<file path="config.mk">
export PLATFORM = sky130hd
export DESIGN_NAME = instr_sequencer
export DESIGN_NICKNAME = d
export VERILOG_FILES = /design/src/rtl/isa_pkg.sv /design/src/rtl/reg_sel_decode.sv /design/src/rtl/instr_sequencer.sv
export SDC_FILE = /design/constraint.sdc
export NUM_CORES = 1
export LEC_CHECK = 0
export BUFFER_PORTS_ARGS = -buffer_cell sky130_fd_sc_hd__buf_2
export CORE_MARGIN = 2
export CORE_UTILIZATION = 38
export DETAILED_ROUTE_END_ITERATION = 12
export GPL_TIMING_DRIVEN = 0
export PLACE_DENSITY = 0.83
export SLEW_MARGIN = 25
export SYNTH_ARGS = -nofsm -noshare
export SYNTH_HDL_FRONTEND = slang
export SYNTH_HIERARCHICAL = 1
export SYNTH_SLANG_ARGS = --single-unit
export TNS_END_PERCENT = 1
</file>
<file path="constraint.sdc">
create_clock -name clock -period 2.22 [get_ports clock]
set_input_delay 0.111 -clock clock [delete_from_list [all_inputs] [get_ports clock]]
set_output_delay 0.111 -clock clock [all_outputs]
set_load 0.005 [all_outputs]
</file>
<file path="src/rtl/isa_pkg.sv">
// Shared ISA definitions for the phase-1 control unit: opcodes, IR field
// positions, sequencer state encoding and opcode classification helpers.
package isa_pkg;

    // IR field bit positions
    localparam int OP_MSB = 31;
    localparam int OP_LSB = 27;
    localparam int RA_MSB = 26;
    localparam int RA_LSB = 23;
    localparam int RB_MSB = 22;
    localparam int RB_LSB = 19;
    localparam int RC_MSB = 18;
    localparam int RC_LSB = 15;

    // Opcodes
    localparam logic [4:0] OP_ADD  = 5'b00011;
    localparam logic [4:0] OP_SUB  = 5'b00100;
    localparam logic [4:0] OP_SHR  = 5'b00101;
    localparam logic [4:0] OP_SHL  = 5'b00110;
    localparam logic [4:0] OP_ROR  = 5'b00111;
    localparam logic [4:0] OP_ROL  = 5'b01000;
    localparam logic [4:0] OP_AND  = 5'b01010;
    localparam logic [4:0] OP_OR   = 5'b01011;
    localparam logic [4:0] OP_MUL  = 5'b01111;
    localparam logic [4:0] OP_DIV  = 5'b10000;
    localparam logic [4:0] OP_NEG  = 5'b10001;
    localparam logic [4:0] OP_NOT  = 5'b10010;
    localparam logic [4:0] OP_NOP  = 5'b11010;
    localparam logic [4:0] OP_HALT = 5'b11011;

    // Sequencer states
    typedef enum logic [3:0] {
        ST_IDLE   = 4'd0,
        ST_FETCH0 = 4'd1,
        ST_FETCH1 = 4'd2,
        ST_FETCH2 = 4'd3,
        ST_EXEC3  = 4'd4,
        ST_EXEC4  = 4'd5,
        ST_EXEC5  = 4'd6,
        ST_EXEC6  = 4'd7,
        ST_HALT   = 4'd8
    } state_e;

    // True for opcodes that run through the EXEC4/EXEC5 ALU path
    function automatic logic op_is_alu(input logic [4:0] op);
        logic r;
        case (op)
            OP_ADD, OP_SUB, OP_SHR, OP_SHL, OP_ROR, OP_ROL,
            OP_AND, OP_OR, OP_MUL, OP_DIV, OP_NEG, OP_NOT: r = 1'b1;
            default:                                        r = 1'b0;
        endcase
        return r;
    endfunction

    // MUL/DIV write both LO and HI and need the extra EXEC6 cycle
    function automatic logic op_is_muldiv(input logic [4:0] op);
        logic r;
        case (op)
            OP_MUL, OP_DIV: r = 1'b1;
            default:        r = 1'b0;
        endcase
        return r;
    endfunction

    // Unary ops take their second ALU operand from Rb (Rc is unused)
    function automatic logic op_is_unary(input logic [4:0] op);
        logic r;
        case (op)
            OP_NEG, OP_NOT: r = 1'b1;
            default:        r = 1'b0;
        endcase
        return r;
    endfunction

endpackage

</file>
<file path="src/rtl/reg_sel_decode.sv">
// 4-bit register field to one-hot select, gated by an enable.
module reg_sel_decode #(
    parameter int NREGS = 16
) (
    input  logic             en,
    input  logic [3:0]       sel,
    output logic [NREGS-1:0] onehot
);

    // One-hot decode; an out-of-range index yields no select
    always_comb begin
        onehot = {NREGS{1'b0}};
        if (en && (int'(sel) < NREGS)) begin
            onehot[sel] = 1'b1;
        end else begin
            onehot = {NREGS{1'b0}};
        end
    end

endmodule

</file>
<file path="src/rtl/instr_sequencer.sv">
// Hardwired fetch/execute control unit for the phase-1 DataPath. Moore
// outputs are decoded from the state register and the IR; the timeout
// counter and the sticky error flags are the only other state.
module instr_sequencer
    import isa_pkg::*;
#(
    parameter int MEM_TIMEOUT = 16,
    parameter int NREGS       = 16
) (
    input  logic             clock,
    input  logic             clear,
    input  logic             start,
    input  logic             mem_ready,
    input  logic [31:0]      ir,
    output logic             pc_out,
    output logic             inc_pc,
    output logic             mar_in,
    output logic             z_in,
    output logic             zlo_out,
    output logic             zhi_out,
    output logic             pc_in,
    output logic             mem_read,
    output logic             mdr_in,
    output logic             mdr_out,
    output logic             ir_in,
    output logic             y_in,
    output logic             lo_in,
    output logic             hi_in,
    output logic [NREGS-1:0] reg_in,
    output logic [NREGS-1:0] reg_out,
    output logic [4:0]       alu_op,
    output logic             halted,
    output logic             illegal,
    output logic             bus_error
);

    localparam int CNT_W = (MEM_TIMEOUT > 2) ? $clog2(MEM_TIMEOUT) : 1;
    localparam logic [CNT_W-1:0] TMO_LAST = CNT_W'(MEM_TIMEOUT - 1);
    localparam logic [CNT_W-1:0] CNT_ONE  = CNT_W'(1);

    state_e           state_r;
    state_e           next_state_s;
    logic [CNT_W-1:0] tmo_cnt_r;
    logic [CNT_W-1:0] tmo_cnt_next_s;
    logic             illegal_r;
    logic             bus_error_r;
    logic             set_illegal_s;
    logic             set_bus_err_s;

    logic [4:0]       opcode_s;
    logic [3:0]       ra_s;
    logic [3:0]       rb_s;
    logic [3:0]       rc_s;
    logic             in_en_s;
    logic             out_en_s;
    logic [3:0]       in_sel_s;
    logic [3:0]       out_sel_s;
    logic             unused_ir_s;

    assign opcode_s    = ir[OP_MSB:OP_LSB];
    assign ra_s        = ir[RA_MSB:RA_LSB];
    assign rb_s        = ir[RB_MSB:RB_LSB];
    assign rc_s        = ir[RC_MSB:RC_LSB];
    assign unused_ir_s = ^ir[RC_LSB-1:0];

    // State, timeout counter and sticky error flags; clear wins over everything
    always_ff @(posedge clock) begin
        if (clear) begin
            state_r     <= ST_IDLE;
            tmo_cnt_r   <= {CNT_W{1'b0}};
            illegal_r   <= 1'b0;
            bus_error_r <= 1'b0;
        end else begin
            state_r     <= next_state_s;
            tmo_cnt_r   <= tmo_cnt_next_s;
            illegal_r   <= illegal_r | set_illegal_s;
            bus_error_r <= bus_error_r | set_bus_err_s;
        end
    end

    // Next-state logic; the counter only runs while waiting in FETCH1
    always_comb begin
        next_state_s   = state_r;
        tmo_cnt_next_s = {CNT_W{1'b0}};
        set_illegal_s  = 1'b0;
        set_bus_err_s  = 1'b0;
        case (state_r)
            ST_IDLE: begin
                if (start) begin
                    next_state_s = ST_FETCH0;
                end else begin
                    next_state_s = ST_IDLE;
                end
            end
            ST_FETCH0: next_state_s = ST_FETCH1;
            ST_FETCH1: begin
                if (mem_ready) begin
                    next_state_s = ST_FETCH2;
                end else if (tmo_cnt_r == TMO_LAST) begin
                    set_bus_err_s = 1'b1;
                    next_state_s  = ST_HALT;
                end else begin
                    tmo_cnt_next_s = tmo_cnt_r + CNT_ONE;
                    next_state_s   = ST_FETCH1;
                end
            end
            ST_FETCH2: next_state_s = ST_EXEC3;
            ST_EXEC3: begin
                if (opcode_s == OP_NOP) begin
                    next_state_s = ST_FETCH0;
                end else if (opcode_s == OP_HALT) begin
                    next_state_s = ST_HALT;
                end else if (op_is_alu(opcode_s)) begin
                    next_state_s = ST_EXEC4;
                end else begin
                    set_illegal_s = 1'b1;
                    next_state_s  = ST_HALT;
                end
            end
            ST_EXEC4: next_state_s = ST_EXEC5;
            ST_EXEC5: begin
                if (op_is_muldiv(opcode_s)) begin
                    next_state_s = ST_EXEC6;
                end else begin
                    next_state_s = ST_FETCH0;
                end
            end
            ST_EXEC6: next_state_s = ST_FETCH0;
            ST_HALT:  next_state_s = ST_HALT;
            default:  next_state_s = ST_IDLE;
        endcase
    end

    // Moore strobe decode; exactly one bus driver per state
    always_comb begin
        pc_out    = 1'b0;
        inc_pc    = 1'b0;
        mar_in    = 1'b0;
        z_in      = 1'b0;
        zlo_out   = 1'b0;
        zhi_out   = 1'b0;
        pc_in     = 1'b0;
        mem_read  = 1'b0;
        mdr_in    = 1'b0;
        mdr_out   = 1'b0;
        ir_in     = 1'b0;
        y_in      = 1'b0;
        lo_in     = 1'b0;
        hi_in     = 1'b0;
        alu_op    = 5'b00000;
        halted    = 1'b0;
        in_en_s   = 1'b0;
        in_sel_s  = ra_s;
        out_en_s  = 1'b0;
        out_sel_s = rb_s;
        case (state_r)
            ST_FETCH0: begin
                pc_out = 1'b1;
                inc_pc = 1'b1;
                mar_in = 1'b1;
                z_in   = 1'b1;
            end
            ST_FETCH1: begin
                zlo_out  = 1'b1;
                pc_in    = 1'b1;
                mem_read = 1'b1;
                mdr_in   = 1'b1;
            end
            ST_FETCH2: begin
                mdr_out = 1'b1;
                ir_in   = 1'b1;
            end
            ST_EXEC3: begin
                if (op_is_alu(opcode_s)) begin
                    out_en_s = 1'b1;
                    y_in     = 1'b1;
                end else begin
                    out_en_s = 1'b0;
                end
            end
            ST_EXEC4: begin
                z_in     = 1'b1;
                alu_op   = opcode_s;
                out_en_s = 1'b1;
                if (op_is_unary(opcode_s)) begin
                    out_sel_s = rb_s;
                end else begin
                    out_sel_s = rc_s;
                end
            end
            ST_EXEC5: begin
                zlo_out = 1'b1;
                if (op_is_muldiv(opcode_s)) begin
                    lo_in = 1'b1;
                end else begin
                    in_en_s = 1'b1;
                end
            end
            ST_EXEC6: begin
                zhi_out = 1'b1;
                hi_in   = 1'b1;
            end
            ST_HALT: halted = 1'b1;
            default: halted = 1'b0;
        endcase
    end

    assign illegal   = illegal_r;
    assign bus_error = bus_error_r;

    reg_sel_decode #(.NREGS(NREGS)) u_in_sel (
        .en     (in_en_s),
        .sel    (in_sel_s),
        .onehot (reg_in)
    );

    reg_sel_decode #(.NREGS(NREGS)) u_out_sel (
        .en     (out_en_s),
        .sel    (out_sel_s),
        .onehot (reg_out)
    );

endmodule

</file>
After elaboration in Yosys (flattened, before gate mapping)
Memories as Yosys holds them, arrays and structs flattened. Cells that the tools add are included. W data, S select, Z words.

Flip-flop bits (word level): 10. Bits in read-only memories: 64. Output and inout port bits: 54. Logic and storage cells: 83. Memories: 2.

Memory list: (name not given) (words 32, width 1, read ports 1, clocked after memory_dff 0, wr ports 0, line isa_pkg.sv:47) `case (op)`; (name not given) (words 32, width 1, read ports 1, clocked after memory_dff 0, wr ports 0, line isa_pkg.sv:47).

Add/subtract/negate cells: 1. Magnitude comparators: 4. Eq/ne operators: 15. Mux-type cells: 46. Bitwise gates (word level): 3. Reduce and logical (&&, ||, !) cells: 8.

Operator list (number): $pmux W4 S9 (1); $mux W16 (2); $mux W1 (31); $mux W4 (7); $eq A5 B5 Y1 const B (5); $eq A4 B3 Y1 const B (4); $lt A4 B5 Y1 const B (2); $demux W1 S4 (2); $eq A4 B2 Y1 const B (2); $eq A4 B4 Y1 const B (2); $ge A4 B1 Y1 const B (2); $reduce_or A2 Y1 (4); $eq A5 B4 Y1 const B (1); $mux W5 (1); $add A4 B1 Y4 const B (1); $eq A4 B1 Y1 const B (1); $logic_not A4 Y1 (1); $reduce_or A4 Y1 (1); $mux W3 (1); $logic_and A1 B1 Y1 (2); $or A1 B1 Y1 (2); $pmux W1 S2 (1); $not A1 Y1 (1).

Logic depth before layout (Yosys ltp)
Gate-level depths: netlist of the first run.

Depth after elaboration: 11. Gate-level depth with buffers: 7. Gate-level depth less buffers: 6.

Modules after synthesis
Netlist of the first run, hierarchy kept.

Modules (own cells, without submodules): instr_sequencer (times used 1, cells an instance 95, area each 817.0 um2, sequential area each 200.2 um2); reg_sel_decode (times used 2, cells an instance 23, area each 117.6 um2, sequential area each 0.0 um2).

Least setup slack after synthesis of the first run
No wires, ideal clock.

Path type: reg2out. Start: reg state_r[0]. End: out reg_out[1]. Data arrival time: 1.960 ns. Path slack: 0.149 ns. Stages on the path, launching flop included: 7. Buffers on the path: 0. Path through: dfxtp_1 > nand2b_2 > nor3b_4 > o31a_4 > mux2_1 > or3b_4 > nor2_1.

Cells in the longest elaborated chain, start to end: 7. Elaborated cells between the ends (all ways): 10. Classes of those cells: 2 x order compare; 2 x eq/ne; 5 x mux; 1 x reduce/logical.

Ends and longest elaborated chain: start: declaration (line instr_sequencer.sv:41) `state_e state_r;`; start signal: assignment (line instr_sequencer.sv:74) `state_r <= next_state_s;`; $eq A4 B3 Y1 (*) (line instr_sequencer.sv:156) `case (state_r)`; $mux W4 (*) (line instr_sequencer.sv:156); via out_sel_s[3] (line instr_sequencer.sv:57) `logic [3:0] out_sel_s;`; $lt A4 B5 Y1 (implied by the code) / $ge A4 B1 Y1 (equally long branches) (line reg_sel_decode.sv:14) `onehot[sel] = 1'b1;`; $logic_and A1 B1 Y1 (implied by the code) (line reg_sel_decode.sv:14); $mux W1 (implied by the code) (line reg_sel_decode.sv:14); $demux W1 S4 (*); $mux W16 (*) (line reg_sel_decode.sv:13) `if (en && (int'(sel) < NREGS)) begin`; end: declaration (line instr_sequencer.sv:30) `output logic [NREGS-1:0] reg_out,`.

Mark *: on every way through the listed nets, which the timed path passes. The rest lies on a longest branch.

Worst setup path in the final report of the first run
Start: reg state_r[1]. End: out reg_out[0].

The elaborated chain is that of the path after synthesis.

==> metrics.csv, run 1 <==
stage,metric,value,unit
status,violations,setup timing,
timing,hold_slack,102,ps
synth,synthSimpleGateAreaFrac,53.2,%
synth,ys_types,48,
worst_setup_path,critPathLaunchType,flip-flop,
synth,synth_edf_count,0,
power_and_ir_drop,vdd_ir_drop_max,220,µV
drt,wl_per_cell,12.2,µm
timing,period_share,102,%
timing,final_max_slew_viol_count,0,
grt,grt_max_degree,11,
synth,ys_seq_elements,10,
synth,synth_xor_xnor_area_share,3.33,%
placed_design,io_buffers,72,
layout,num-nets-final,261,
timing,slew_headroom,69.5,%
layout,diodes,0,
worst_setup_path,critPathMaxFanout,4,
floorplanning,start_util,39.2,%
synth,synth_adder_area_share,1.19,%
synth,syn-num-nets,178,
drt,drtPass1Iterations,4,
power_and_ir_drop,powerDensity,304,mW/mm²
cts,cts_buffers,3,
timing,tns,-108,ps
grt,grt_overflow,0,
timing,final.setup_skew,5.78,ps
cts,root_buffer,clkbuf_4,
worst_hold_path,hp-start,clear,
cts,clock_latency,260,ps
synth,synth_area_leaders,"dfxtp_1 19%, nor2_1 12%, buf_4 5.0%",
cts,cts.sinks,10,
cts,cts_tree,yes,
grt,antenna_found_initial,0,
synth,synth_top_area_cell,dfxtp_1,
drt,drc,0,
grt,grt_util_all_layers,17.6,%
cts,clk_path_buf_depth,2,
worst_setup_path,arrival,2150,ps
drt,drt-initial-drc-count,49,
drt,wl,3080,µm
timing,fmax,443,MHz
floorplanning,core_area,0.00269,mm²
timing,rsz0062_at_grt,true,
status,status,"complete, but fails checks",
timing,finalHoldViolCount,0,
layout,final_common_cell,buf_2,
power_and_ir_drop,switching_power,0.150,mW
floorplanning,row_count,19,
synth,postSynthAreaPerCell,7.46,µm²
drt,via_count,1325,
power_and_ir_drop,combinationalPowerShare,35.9,%
timing,tightestPinTransition,452,ps
placed_design,hpwl,2280,µm
drt,antenna_left,0,
worst_setup_path,cp-end-kind,output pin,
placed_design,post-place-ws,-177,ps
layout,drive_gt1_share,52.7,%
worst_setup_path,path_class,flip-flop to output pin,
worst_setup_path,critPathLaunch,state_r[1]$_SDFF_PP0_,
job,drv_cap,0,
synth,postSynthCellCount,141,
timing,setup_slack,-37.1,ps
worst_hold_path,hold_class,primary input to flip-flop,
floorplanning,fp.dieW,56.6,µm
power_and_ir_drop,clkPwrFrac,24.8,%
synth,ys_async_sr_fraction,0,%
synth,yosys_warnings,6,
synth,synth_top_cell_area_share,19.0,%
timing,setup_viol,4,
floorplanning,chipHeight,56.6,µm
layout,mostFrequentLayoutCells,"73 x buf_2, 31 x nor2_1, 12 x buf_4",
drt,vias_per_cell,5.24,
layout,areaGrowthSynthToFinish,52.0,%
synth,syn-cell-area,0.00105,mm²
worst_setup_path,r2r-start,state_r[3]$_SDFF_PP0_,
synth,synth_top_family_by_area,simple AND/OR/NAND/NOR gates,
power_and_ir_drop,power.leakage,0.842,nW
cts,htreeDepth,1,
placed_design,globalplace.congestion,0.737,
worst_setup_path,required,2110,ps
floorplanning,ios,90,
synth,synthMuxAreaShare,4.28,%
power_and_ir_drop,switching_share,30.8,%
power_and_ir_drop,power_frac_seq,39.2,%
synth,synthFlopType,dfxtp_1,
floorplanning,die-area,0.00321,mm²
grt,grt_pass1_wl,4550,µm
power_and_ir_drop,p_int,0.337,mW
timing,layout_min_cycle_time,2260,ps
synth,synth_compound_area_share,11.5,%
synth,ys_seq_area_share,19.0,%
grt,grt_pass1_vias,1090,
cts,clk_pin_slew,60,ps
-- path summary, 6_finish.rpt --
kind / to / slack [ps] / cells past startpoint
max: reg_out[0] / -40 / 7
min: illegal$_SDFF_PP0_ / 100 / 2
max reg2reg: state_r[3]$_SDFF_PP0_ / 640 / 5
min reg2reg: tmo_cnt_r[0]$_SDFF_PP0_ / 450 / 1
-- metal layers --
| layer | global-route usage (%) | vias to the layer above | wire length (µm) |
|---|---|---|---|
| met1 | 18.7 | 596 | 1200 |
| met2 | 33.2 | 70 | 1540 |
| met4 | 7.14 | 0 | 54 |
| met5 | 0 | - | 0 |
| li1 | - | 653 | - |
| met3 | 3.69 | 6 | 283 |
-- cells in the mapped netlist, types with 2 or more instances --
library cell  number
a21oi_1            4
and2_1             6
buf_2              2
buf_4              7
dfxtp_1           10
inv_1              3
mux2_1             4
nand2_1            8
nand2b_1           5
nand3_1            3
nand3b_1           4
nor2_1            33
nor2b_1            2
nor3_1            10
nor3_2             3
nor3b_4            2
or3b_4             2
xnor2_1            3
-- cells by family after synthesis --
kind of cell | Yosys count
buf+inv | 13
simple gates | 93
fa+ha+maj | 1
mux | 4
xor+xnor | 4
compound gates | 16
flops | 10
-- power by group through the flow --
stage	registers, mW	logic, mW	clock network, mW
floorplan	0.197	0.0899	0
global placement	0.199	0.140	0
detailed placement	0.199	0.142	0
CTS	0.191	0.168	0.123
global route	0.191	0.191	0.132
finish	0.191	0.175	0.121
-- registers in the layout (all words and copies together), names as in the netlist --
register and count:
tmo_cnt_r 4, illegal 1, state_r 4, bus_error 1
-- critical path, stage by stage, from the launching register on --
cell      delay [ps]
dfxtp_4          340
nand2b_4         150
nor3b_4          210
o31a_4           200
mux2_4           320
or3b_4           430
nor3_2           110
buf_2            130
-- stage by stage --
step / power, mW / instances / util [%] / instance area (µm²)
5_1_grt: 0.515 / 253 / 59.5 / 1600
4_1_cts: 0.481 / 251 / 57.5 / 1550
2_1_floorplan: 0.287 / 141 / - / 1050
6_report: 0.487 / 253 / 59.5 / 1600
3_3_place_gp: 0.338 / 244 / 54.0 / 1450
3_5_place_dp: 0.341 / 244 / 54.0 / 1450
-- timing repair --
action | CTS | global route
setup endpoints to repair | 16 | 15
pin swaps | 3 | 4
hold buffers | 0 | 0
setup buffers | 4 | 2
gates resized for setup | 12 | 9
-- area by class of cell --
| cell class | instances | area [µm²] |
|---|---|---|
| buffer | 10 | 70.1 |
| clock buffer | 3 | 22.5 |
| fill | 276 | 1090 |
| inverter | 3 | 11.3 |
| multi-input combinational | 118 | 831 |
| sequential | 10 | 208 |
| tap | 31 | 38.8 |
| timing repair buffer | 78 | 418 |
(Power assumes the default switching activity.)
==> inputs of run 2 (changes only) <==
Settings changed: BUFFER_PORTS_ARGS -buffer_cell sky130_fd_sc_hd__buf_2 to -buffer_cell sky130_fd_sc_hd__buf_4.
==> run 2 against run 1 <==
Effect of this change: the run still ends with setup timing left; clock skew hardly changed; routed wire length is 1.9% lower; register-to-register slack better by 140 ps; critical endpoint unchanged; die area stayed put; largest cell class unchanged.
==> metrics.csv, run 2 (synthesis results as in run 1) <==
stage,metric,value,unit,change
drt,routed.top_layer,met4,,unchanged
power_and_ir_drop,powerDensity,283,mW/mm²,was 304 mW/mm²
timing,setup_viol,4,,unchanged
drt,drtPass1Iterations,4,,unchanged
drt,drc,0,,unchanged
cts,clk_pin_slew,60,ps,about the same
timing,final.setup_skew,5.99,ps,was 5.78 ps
grt,grt_util_all_layers,18.6,%,was 17.6%
floorplanning,die-area,0.00321,mm²,unchanged
worst_hold_path,hold_class,primary input to flip-flop,,unchanged
floorplanning,core_area,0.00269,mm²,unchanged
timing,period_share,103,%,was 102%
drt,vias_per_cell,5.12,,was 5.24
layout,diodes,0,,unchanged
timing,rsz0062_at_grt,true,,unchanged
cts,clock_latency,260,ps,about the same
power_and_ir_drop,power,0.503,mW,was 0.487 mW
floorplanning,fp.dieW,56.6,µm,unchanged
drt,via_count,1291,,was 1325
floorplanning,start_util,39.2,%,unchanged
cts,cts_tree,yes,,unchanged
layout,final_common_cell,buf_4,,was buf_2
layout,drive_gt1_share,52.9,%,was 52.7%
cts,root_buffer,clkbuf_4,,unchanged
drt,antenna_left,0,,unchanged
timing,final_max_slew_viol_count,0,,unchanged
timing,fmax,437,MHz,was 443 MHz
placed_design,dpl.cell_count,244,,unchanged
grt,antenna_found_initial,0,,unchanged
worst_setup_path,cp-end-kind,output pin,,unchanged
cts,htreeDepth,1,,unchanged
status,status,"complete, but fails checks",,unchanged
drt,wl_per_cell,12.0,µm,was 12.2 µm
drt,dr_wl_met2,1500,µm,was 1540 µm
worst_setup_path,critPathLaunchType,flip-flop,,unchanged
drt,dr_wl_met3,287,µm,was 283 µm
grt,grt_pass1_vias,1196,,was 1090
timing,finalHoldViolCount,0,,unchanged
timing,layout_min_cycle_time,2290,ps,was 2260 ps
job,drv_cap,0,,unchanged
layout,mostFrequentLayoutCells,"84 x buf_4, 29 x nor2_1, 10 x nor3_1",,"was 73 x buf_2, 31 x nor2_1, 12 x buf_4"
grt,grt_max_degree,11,,unchanged
status,violations,setup timing,,unchanged
floorplanning,ios,90,,unchanged
cts,clk_path_buf_depth,2,,unchanged
drt,wl,3020,µm,was 3080 µm
layout,reg_top3,"state_r (4), tmo_cnt_r (4)",,unchanged
timing,tightestPinTransition,536,ps,was 452 ps
layout,areaGrowthSynthToFinish,68.7,%,was 52.0%
placed_design,hpwl,2240,µm,was 2280 µm
cts,cts.sinks,10,,unchanged
cts,cts_buffers,3,,unchanged
worst_setup_path,arrival,2180,ps,was 2150 ps
timing,hold_slack,62.0,ps,was 102 ps
layout,fin_cells,252,,was 253
drt,drt-initial-drc-count,41,,was 49
timing,slew_headroom,63.8,%,was 69.5%
worst_setup_path,required,2110,ps,about the same
placed_design,globalplace.congestion,0.773,,was 0.737
layout,num-nets-final,260,,was 261
grt,grt_pass1_wl,4850,µm,was 4550 µm
worst_setup_path,path_class,flip-flop to output pin,,unchanged
power_and_ir_drop,power.leakage,0.854,nW,was 0.842 nW
power_and_ir_drop,vdd_ir_drop_max,225,µV,was 220 µV
drt,wl_met1,1190,µm,was 1200 µm
floorplanning,row_count,19,,unchanged
worst_setup_path,critPathMaxFanout,4,,unchanged
floorplanning,chipHeight,56.6,µm,unchanged
timing,setup_slack,-66.5,ps,was -37.1 ps
placed_design,io_buffers,72,,unchanged
grt,grt_overflow,0,,unchanged
==> run 2: through the flow <==
step / instance area (µm²) / util, % / setup TNS [ps] / worst slack, ps
2_1_floorplan: 1050 / - / 0 / 149
3_3_place_gp: 1630 / 60.7 / -686 / -163
3_5_place_dp: 1630 / 60.7 / -826 / -176
4_1_cts: 1730 / 64.5 / -544 / -92.4
5_1_grt: 1780 / 66.1 / -926 / -166
6_report: 1780 / 66.1 / -194 / -66.5
==> run 2: layer usage <==
metal | global-route usage, % | vias to the layer above
met1 | 20.7 | 571
met5 | 0 | -
met2 | 34.2 | 62
met4 | 6.46 | 0
li1 | - | 654
met3 | 4.15 | 4
==> run 2: worst paths after layout <==
| path | start | slack, ps | cells after the start | to |
|---|---|---|---|---|
| hold / removal | clear | 60 | 2 | illegal$_SDFF_PP0_ |
| setup / recovery | state_r[1]$_SDFF_PP0_ | -70 | 7 | reg_out[0] |
| hold reg to reg | tmo_cnt_r[0]$_SDFF_PP0_ | 470 | 1 | tmo_cnt_r[0]$_SDFF_PP0_ |
| setup reg to reg | state_r[3]$_SDFF_PP0_ | 780 | 5 | state_r[3]$_SDFF_PP0_ |
==> run 2: worst max-delay path, stage by stage, from the launching register on <==
cell and delay, ps:
dfxtp_4 340, nand2b_4 150, nor3b_4 220, o31a_4 200
mux2_4 320, or3b_4 430, nor3_2 120, buf_4 130
==> run 2: layout make-up <==
type	instances	area, µm²
Inverter	3	11.3
Tap cell	31	38.8
Multi-Input combinational cell	118	835
Fill cell	243	911
Buffer	10	70.1
Clock buffer	3	22.5
Sequential cell	10	208
Timing Repair Buffer	77	591
==> run 2: report_power, final <==
part | internal [mW] | total (mW) | switching [mW]
clock network | 0.0623 | 0.117 | 0.0552
registers | 0.186 | 0.191 | 0.00569
logic | 0.107 | 0.194 | 0.0867
==> run 2: repair_timing <==
action / 4_1_cts / 5_1_grt
endpoints found under the setup margin: 16 / 21
hold endpoints to repair: 0 / 0
resized for setup: 12 / 12
buffers inserted: 5 / 0
pin swaps: 3 / 4
hold buffers: 0 / 0
